[src/rtl/fetch_sequencer.sv]
// Instruction-fetch sequencer: PC, 2-entry fetch buffer, redirect and fault.
// Optional FETCH_PERF_EN adds DeliveredCount / BubbleCount counters.
module fetch_sequencer #(
  parameter logic [31:0] RESET_PC  = 32'h0000_0000,
  parameter int unsigned MEM_WORDS = 128
) (
  input  logic        Clk,
  input  logic        Reset,
  input  logic        Start,
  output logic [31:0] IMemAddress,
  input  logic [31:0] IMemInstruction,
  input  logic        Redirect,
  input  logic [31:0] RedirectTarget,
  output logic        OutValid,
  input  logic        OutReady,
  output logic [31:0] OutInstruction,
  output logic [31:0] OutPC,
  output logic        Fault
`ifdef FETCH_PERF_EN
  ,
  output logic [31:0] DeliveredCount,
  output logic [31:0] BubbleCount
`endif
);

  localparam logic [31:0] PC_LIMIT = 32'(4 * MEM_WORDS);

  typedef enum logic [1:0] {
    IDLE  = 2'd0,
    FETCH = 2'd1,
    FAULT = 2'd2
  } state_t;

  state_t      state;
  state_t      state_nx;
  logic [31:0] pc;
  logic [31:0] pc_nx;
  logic        fault;
  logic        fault_nx;

  logic [31:0] buf_pc  [2];
  logic [31:0] buf_ins [2];
  logic        rd_ptr;
  logic        wr_ptr;
  logic [1:0]  count;

  logic        pop;
  logic        push;
  logic        flush;
  logic        redir;
  logic        misaligned;
  logic        out_of_range;

  assign OutValid       = (count != 2'd0);
  assign OutPC          = OutValid ? buf_pc[rd_ptr]  : 32'h0;
  assign OutInstruction = OutValid ? buf_ins[rd_ptr] : 32'h0;
  assign IMemAddress    = pc;
  assign Fault          = fault;

  assign pop          = OutValid && OutReady;
  assign redir        = Redirect && (state != FAULT);
  assign misaligned   = (RedirectTarget[1:0] != 2'b00);
  assign out_of_range = (pc >= PC_LIMIT);

  // State, PC and fault registers
  always_ff @(posedge Clk or posedge Reset) begin
    if (Reset) begin
      state <= IDLE;
      pc    <= RESET_PC;
      fault <= 1'b0;
    end else begin
      state <= state_nx;
      pc    <= pc_nx;
      fault <= fault_nx;
    end
  end

  // Next state: redirect first, then fetch/fault sequencing
  always_comb begin
    state_nx = state;
    pc_nx    = pc;
    fault_nx = fault;
    push     = 1'b0;
    flush    = 1'b0;
    if (redir) begin
      flush = 1'b1;
      if (misaligned) begin
        fault_nx = 1'b1;
        state_nx = FAULT;
      end else begin
        pc_nx = RedirectTarget;
      end
    end else begin
      unique case (state)
        IDLE: begin
          if (Start) state_nx = FETCH;
        end
        FETCH: begin
          if (out_of_range) begin
            fault_nx = 1'b1;
            state_nx = FAULT;
          end else if ((count < 2'd2) || pop) begin
            push  = 1'b1;
            pc_nx = pc + 32'd4;
          end
        end
        FAULT: begin
          state_nx = FAULT;
        end
        default: state_nx = IDLE;
      endcase
    end
  end

  // Two-entry fetch buffer; flush discards everything not yet popped
  always_ff @(posedge Clk or posedge Reset) begin
    if (Reset) begin
      rd_ptr     <= 1'b0;
      wr_ptr     <= 1'b0;
      count      <= 2'd0;
      buf_pc[0]  <= 32'h0;
      buf_pc[1]  <= 32'h0;
      buf_ins[0] <= 32'h0;
      buf_ins[1] <= 32'h0;
    end else if (flush) begin
      rd_ptr <= 1'b0;
      wr_ptr <= 1'b0;
      count  <= 2'd0;
    end else begin
      if (push) begin
        buf_pc[wr_ptr]  <= pc;
        buf_ins[wr_ptr] <= IMemInstruction;
        wr_ptr          <= ~wr_ptr;
      end
      if (pop) rd_ptr <= ~rd_ptr;
      count <= count + {1'b0, push} - {1'b0, pop};
    end
  end

`ifdef FETCH_PERF_EN
  logic bubble;
  assign bubble = (state == FETCH) && OutReady && !OutValid;

  // Delivery and bubble counters, wrapping at 2^32
  always_ff @(posedge Clk or posedge Reset) begin
    if (Reset) begin
      DeliveredCount <= 32'h0;
      BubbleCount    <= 32'h0;
    end else begin
      if (pop)    DeliveredCount <= DeliveredCount + 32'd1;
      if (bubble) BubbleCount    <= BubbleCount + 32'd1;
    end
  end
`endif

endmodule

[config.mk]
export PLATFORM = sky130hd
export DESIGN_NAME = fetch_sequencer
export DESIGN_NICKNAME = d
export VERILOG_FILES = /design/src/rtl/fetch_sequencer.sv
export SDC_FILE = /design/constraint.sdc
export NUM_CORES = 1
export LEC_CHECK = 0
export BUFFER_PORTS_ARGS = -buffer_cell sky130_fd_sc_hd__buf_2
export CORE_MARGIN = 2
export CORE_UTILIZATION = 30
export DETAILED_ROUTE_END_ITERATION = 8
export GPL_TIMING_DRIVEN = 0
export MAX_ROUTING_LAYER = met4
export PLACE_DENSITY = 0.51
export SYNTH_ARGS = -nofsm -noshare
export SYNTH_HDL_FRONTEND = slang
export SYNTH_SLANG_ARGS = --single-unit
[constraint.sdc]
create_clock -name Clk -period 13.13 [get_ports Clk]
set_input_delay 2.626 -clock Clk [delete_from_list [all_inputs] [get_ports Clk]]
set_output_delay 2.626 -clock Clk [all_outputs]
set_load 0.01 [all_outputs]
---- Word level (Yosys, flattened, before mapping) ----
Index checks and enable logic that the tools add are counted.
word-level totals
  output and inout bits ................... 98
  flip-flop bits (word level) ............. 167
  word-level logic and storage cells ...... 83
  bits of input ports ..................... 69
operators by class
  bitwise logic cells ..................... 5
  $add $sub $neg .......................... 3
  equality and inequality tests ........... 8
  multiplexer cells ....................... 36
  reduce and logical (&&, ||, !) cells .... 16
  order comparisons ....................... 5
operators by type and width
  operator               number
  $mux 32                14
  $bwmux 64              2
  $add 32x3->32 const B  1
  $demux 32 s1           1
  $ge 32x10->1 const B   1
  $reduce_bool 2->1      7
  $mux 1                 13
  $mux 2                 5
  $ne 2x2->1 const B     3
  $ne 3x3->1 const B     2
  $pmux 2 s3             1
  $reduce_and 3->1       2
  $ge 2x2->1 const B     2
  $not 1->2              2
  $reduce_and 4->1       1
  $logic_and 1x1->1      3
  $not 1->1              3
  $add 2x1->2            1
  $eq 2x1->1 const B     1
  $eq 2x2->1 const B     1
  $logic_not 2->1        1
  $lt 2x1->1 const B     1
  $lt 2x2->1 const B     1
  $ne 2x1->1 const B     1
  other kinds (3)        3

---- Logic depth before layout (Yosys ltp) ----
  depth in word-level cells ............... 10
  gate-level depth with buffers ........... 12
  mapped depth without buffers ............ 11

---- Worst setup path before layout ----
Ideal clock, no wire load.
  path type ............................... input -> register
  start ................................... input Redirect
  end ..................................... register count[1]
  stages .................................. 10
  path buffers ............................ 1
  setup time .............................. 0.132 ns
  data required time ...................... 12.998 ns
  arrival time ............................ 4.375 ns
  setup slack ............................. 8.623 ns
  path through ............................ nor2b_1 -> clkbuf_1 -> nor4_4 -> inv_2 -> ha_1 -> inv_1 -> ha_1 -> xor2_1 -> xnor2_1 -> nor2_1
on the way
  cells in the longest elaborated chain, start to end .. 5
  elaborated cells between the ends (all ways) .. 6
  classes of those cells .................. add/sub (2); mux (3); reduce/logical (1)
ends and longest elaborated chain
  what                  line  text
  start, declared       12    input logic Redirect,
  $logic_and 1x1->1 *   61    assign redir = Redirect && (state != FAULT);
  $mux 1                85    if (redir) begin
  $add 2x1->2           136   count <= count + {1'b0, push} - {1'b0, pop};
  $sub 2x1->2           136
  $mux 2 *              125   end else if (flush) begin
  end signal, assigned  136
  end, declared         45    logic [1:0] count;
Mark *: on every way between the ends. The rest lies on a longest branch, timed or not.
A chain may end at the register's enable or synchronous reset.

---- Worst setup path in the final report ----
  start ................................... register rd_ptr
  end ..................................... output OutInstruction[29]
on the way
  cells in the longest elaborated chain, start to end .. 5
ends and longest elaborated chain
  what                                         line  text
  start, declared                              43    logic rd_ptr;
  start signal, assigned                       135   if (pop) rd_ptr <= ~rd_ptr;
  $not 1->2 (not written as such)              56    assign OutInstruction = OutValid ? buf_ins[rd_ptr] : 32'h0;
  $mux 32 (not written as such) (3 in series)  56
  $mux 32                                      56
  end, declared                                16    output logic [31:0] OutInstruction,
No other way between the ends. The select of a mux whose other input is x is not followed.

==> impl_metrics.env <==
export IMPL_clock_skew_ps=17.5
export IMPL_grt_max_degree=90
export IMPL_critPathArrivalTime_ps=2550
export IMPL_initial_utilization=0.307
export IMPL_h_tree_depth=4
export IMPL_postCtsHoldBufs=0
export IMPL_achievable_frequency_ghz=0.193
export IMPL_dieHeight_um=165
export IMPL_status="finished clean"
export IMPL_core_area_mm2=0.0253
export IMPL_vdd_drop_max_mv=0.0919
export IMPL_end_kind="output port"
export IMPL_finalWeightedCongestion=0.752
export IMPL_ys_seq_elements=167
export IMPL_area_growth_syn_to_layout_pct=24.1
export IMPL_async_flop_share=1.00
export IMPL_clk_pin_slew_ps=60
export IMPL_avgSynthCellArea_um2=11.7
export IMPL_cts_resized=0
export IMPL_fp_dieArea_mm2=0.0271
export IMPL_dr_pass1_iters=4
export IMPL_required_ps=10500
export IMPL_drv_cap=0
export IMPL_tns_ps=0
export IMPL_place_area_mm2=0.00903
export IMPL_holdCritPathClass="flip-flop to flip-flop"
export IMPL_drc=0
export IMPL_timing_hold_ws_ps=472
export IMPL_cts_tree="built"
export IMPL_final_area_mm2=0.00962
export IMPL_drtIter0Drc=262
export IMPL_ys_flop_type="dfrtp_1"
export IMPL_nets=922
export IMPL_p_per_area_mw_per_mm2=169
export IMPL_ant_nets=0
export IMPL_start_kind="flip-flop"
export IMPL_netlist_area_mm2=0.00775
export IMPL_final_cells=1186
export IMPL_synthDistinctLibCells=42
export IMPL_io_pins=167
export IMPL_antennaDiodeCount=0
export IMPL_antenna_found_initial=0
export IMPL_crit_type="flip-flop to output port"
export IMPL_critPathMaxFanout=10
export IMPL_post_route_period_util=0.394
export IMPL_drive_gt1_frac=0.333
export IMPL_power_frac_comb=0.283
export IMPL_finalMaxSlewViolations=0
export IMPL_yosysWarningCount=0
export IMPL_wl_per_cell_um=17.1
export IMPL_post_cts_buffers=0
export IMPL_grt_ovfl_total=0
export IMPL_p_sw_frac=0.347
export IMPL_place_inst=1157
export IMPL_final_hold_violation_count=0
export IMPL_r2r_start="IMemAddress[23]$_DFFE_PP0P_"
export IMPL_post_dp_hpwl_um=14100
export IMPL_die_w_um=165
export IMPL_vias=5536
export IMPL_holdCritStartpoint="Fault$_DFFE_PP0P_"
export IMPL_fin_crit_ps=5180
export IMPL_slew_headroom=0.335
export IMPL_clock_latency_ps=430
export IMPL_grt_setup_unrepaired="no"
export IMPL_viasPerCell=4.67
export IMPL_synth_fp_nets=736
export IMPL_rows=58
export IMPL_grt_pass1_wl_um=31200
export IMPL_ys_seq_area_frac=0.539
export IMPL_p_switching_w=0.000564
export IMPL_clockPowerShare=0.321
export IMPL_routed_wl_um=20200
export IMPL_cts_buffers=17
export IMPL_max_slew_worst_pin_slew_ps=997
export IMPL_p_int_w=0.00106
export IMPL_fill_cells=2535
export IMPL_grt_usage=0.156
export IMPL_post_place_ws_ps=8160
export IMPL_clock_path_buffers=2
export IMPL_p_leak_nw=4.90
export IMPL_cts_sinks=167
export IMPL_ff2ff_setup_slack_ps=10340
export IMPL_synth_edf_count=0
export IMPL_syn_inst=660
export IMPL_crit_path_start="rd_ptr$_DFFE_PP0P_"
export IMPL_grt_pass1_vias=5623
export IMPL_root_buffer="clkbuf_16"
export IMPL_numPortBuffers=166
export IMPL_pwr_share_seq=0.395
export IMPL_finalSetupViolations=0
export IMPL_setup_slack_ps=7950
## layer usage
metal / vias to the layer above / wire, um / global-route usage
met5: - / 0 / -
met4: 0 / 229 / 0.0419
met3: 17 / 1050 / 0.0321
met2: 169 / 9150 / 0.239
met1: 2681 / 9800 / 0.212
li1: 2669 / - / -
## area by class of cell
| type | count | area, um2 | share of cell area |
|---|---|---|---|
| clock inverter | 9 | 154 | 0.0160 |
| tap | 330 | 413 | 0.0429 |
| buffer | 38 | 205 | 0.0213 |
| clock buffer | 20 | 437 | 0.0454 |
| timing repair buffer | 167 | 858 | 0.0892 |
| inverter | 19 | 78.8 | 0.00819 |
| sequential | 167 | 4180 | 0.434 |
| multi-input combinational | 436 | 3300 | 0.343 |
## power groups by stage
stage | clock [W] | sequential [W] | combinational, W
finish | 0.000522 | 0.000643 | 0.000461
global route | 0.000557 | 0.000652 | 0.000511
CTS | 0.000537 | 0.000643 | 0.000471
detailed placement | 0 | 0.000652 | 0.000470
global placement | 0 | 0.000653 | 0.000465
floorplan | 0 | 0.000650 | 0.000288
## state kept, by name, indices dropped and copies added (netlist names)
signal / cells
IMemAddress: 32
buf_ins: 64
buf_pc: 64
state: 2
count: 2
rd_ptr: 1
Fault: 1
wr_ptr: 1
## stage by stage
stage	total power, W	util
6_report	0.00163	0.381
5_1_grt	0.00172	0.381
4_1_cts	0.00165	0.381
3_5_place_dp	0.00112	0.358
3_3_place_gp	0.00112	0.356
2_1_floorplan	0.000938	-
## worst paths after layout
| kind | to | cells after the start |
|---|---|---|
| hold / removal | Fault$_DFFE_PP0P_ | 1 |
| setup / recovery | OutInstruction[29] | 5 |
| min in group asynchronous | IMemAddress[15]$_DFFE_PP0P_ | 2 |
| setup reg to reg | count[1]$_DFF_PP0_ | 10 |
| hold reg to reg | Fault$_DFFE_PP0P_ | 1 |
| max in group asynchronous | buf_pc[62]$_DFFE_PP0P_ | 3 |
## cells by family after synthesis
| kind of cell | Yosys count | share of synthesized area |
|---|---|---|
| AOI/OAI and AO/OA | 71 | 0.0574 |
| xor gates and xnor gates | 4 | 0.00452 |
| adders and majority gates | 7 | 0.0113 |
| DFF | 167 | 0.539 |
| buffers and inverters | 57 | 0.0357 |
| and+or+nand+nor | 208 | 0.136 |
| muxes | 146 | 0.216 |
## worst max-delay path, stage by stage (launching register included)
cell and delay [ps]:
dfrtp_1 340, clkbuf_1 560, buf_1 700, mux2i_1 320, nor2_1 60, buf_2 150
## synthesized netlist by cell type, types with 8 or more instances
cell type / instances / area share
nand3_1: 16 / 0.010
dfrtp_1: 167 / 0.54
mux2i_1: 64 / 0.083
clkbuf_1: 21 / 0.010
nor3_1: 11 / 0.0071
nand2_1: 19 / 0.0092
nor2b_1: 25 / 0.020
buf_6: 8 / 0.012
mux2_1: 9 / 0.013
o21ai_0: 11 / 0.0071
mux2_4: 30 / 0.058
and2_1: 27 / 0.022
mux2_2: 43 / 0.062
nand4_1: 9 / 0.0073
o22ai_1: 16 / 0.013
nor2_1: 86 / 0.042
a21oi_1: 25 / 0.016
inv_1: 18 / 0.0087
## cells in the final DEF (no fill, tap or decap), types with 16 or more instances in the layout
cell type  count
and2_1        27
clkbuf_1      24
inv_1         17
clkbuf_16     17
nor2b_1       25
dfrtp_1      167
mux2_2        43
nand3_1       16
mux2i_1       64
nor2_1        86
nand2_1       19
mux2_4        30
a21oi_1       25
o22ai_1       16
buf_2        168
No activity file was read; power rests on OpenSTA's default activity.
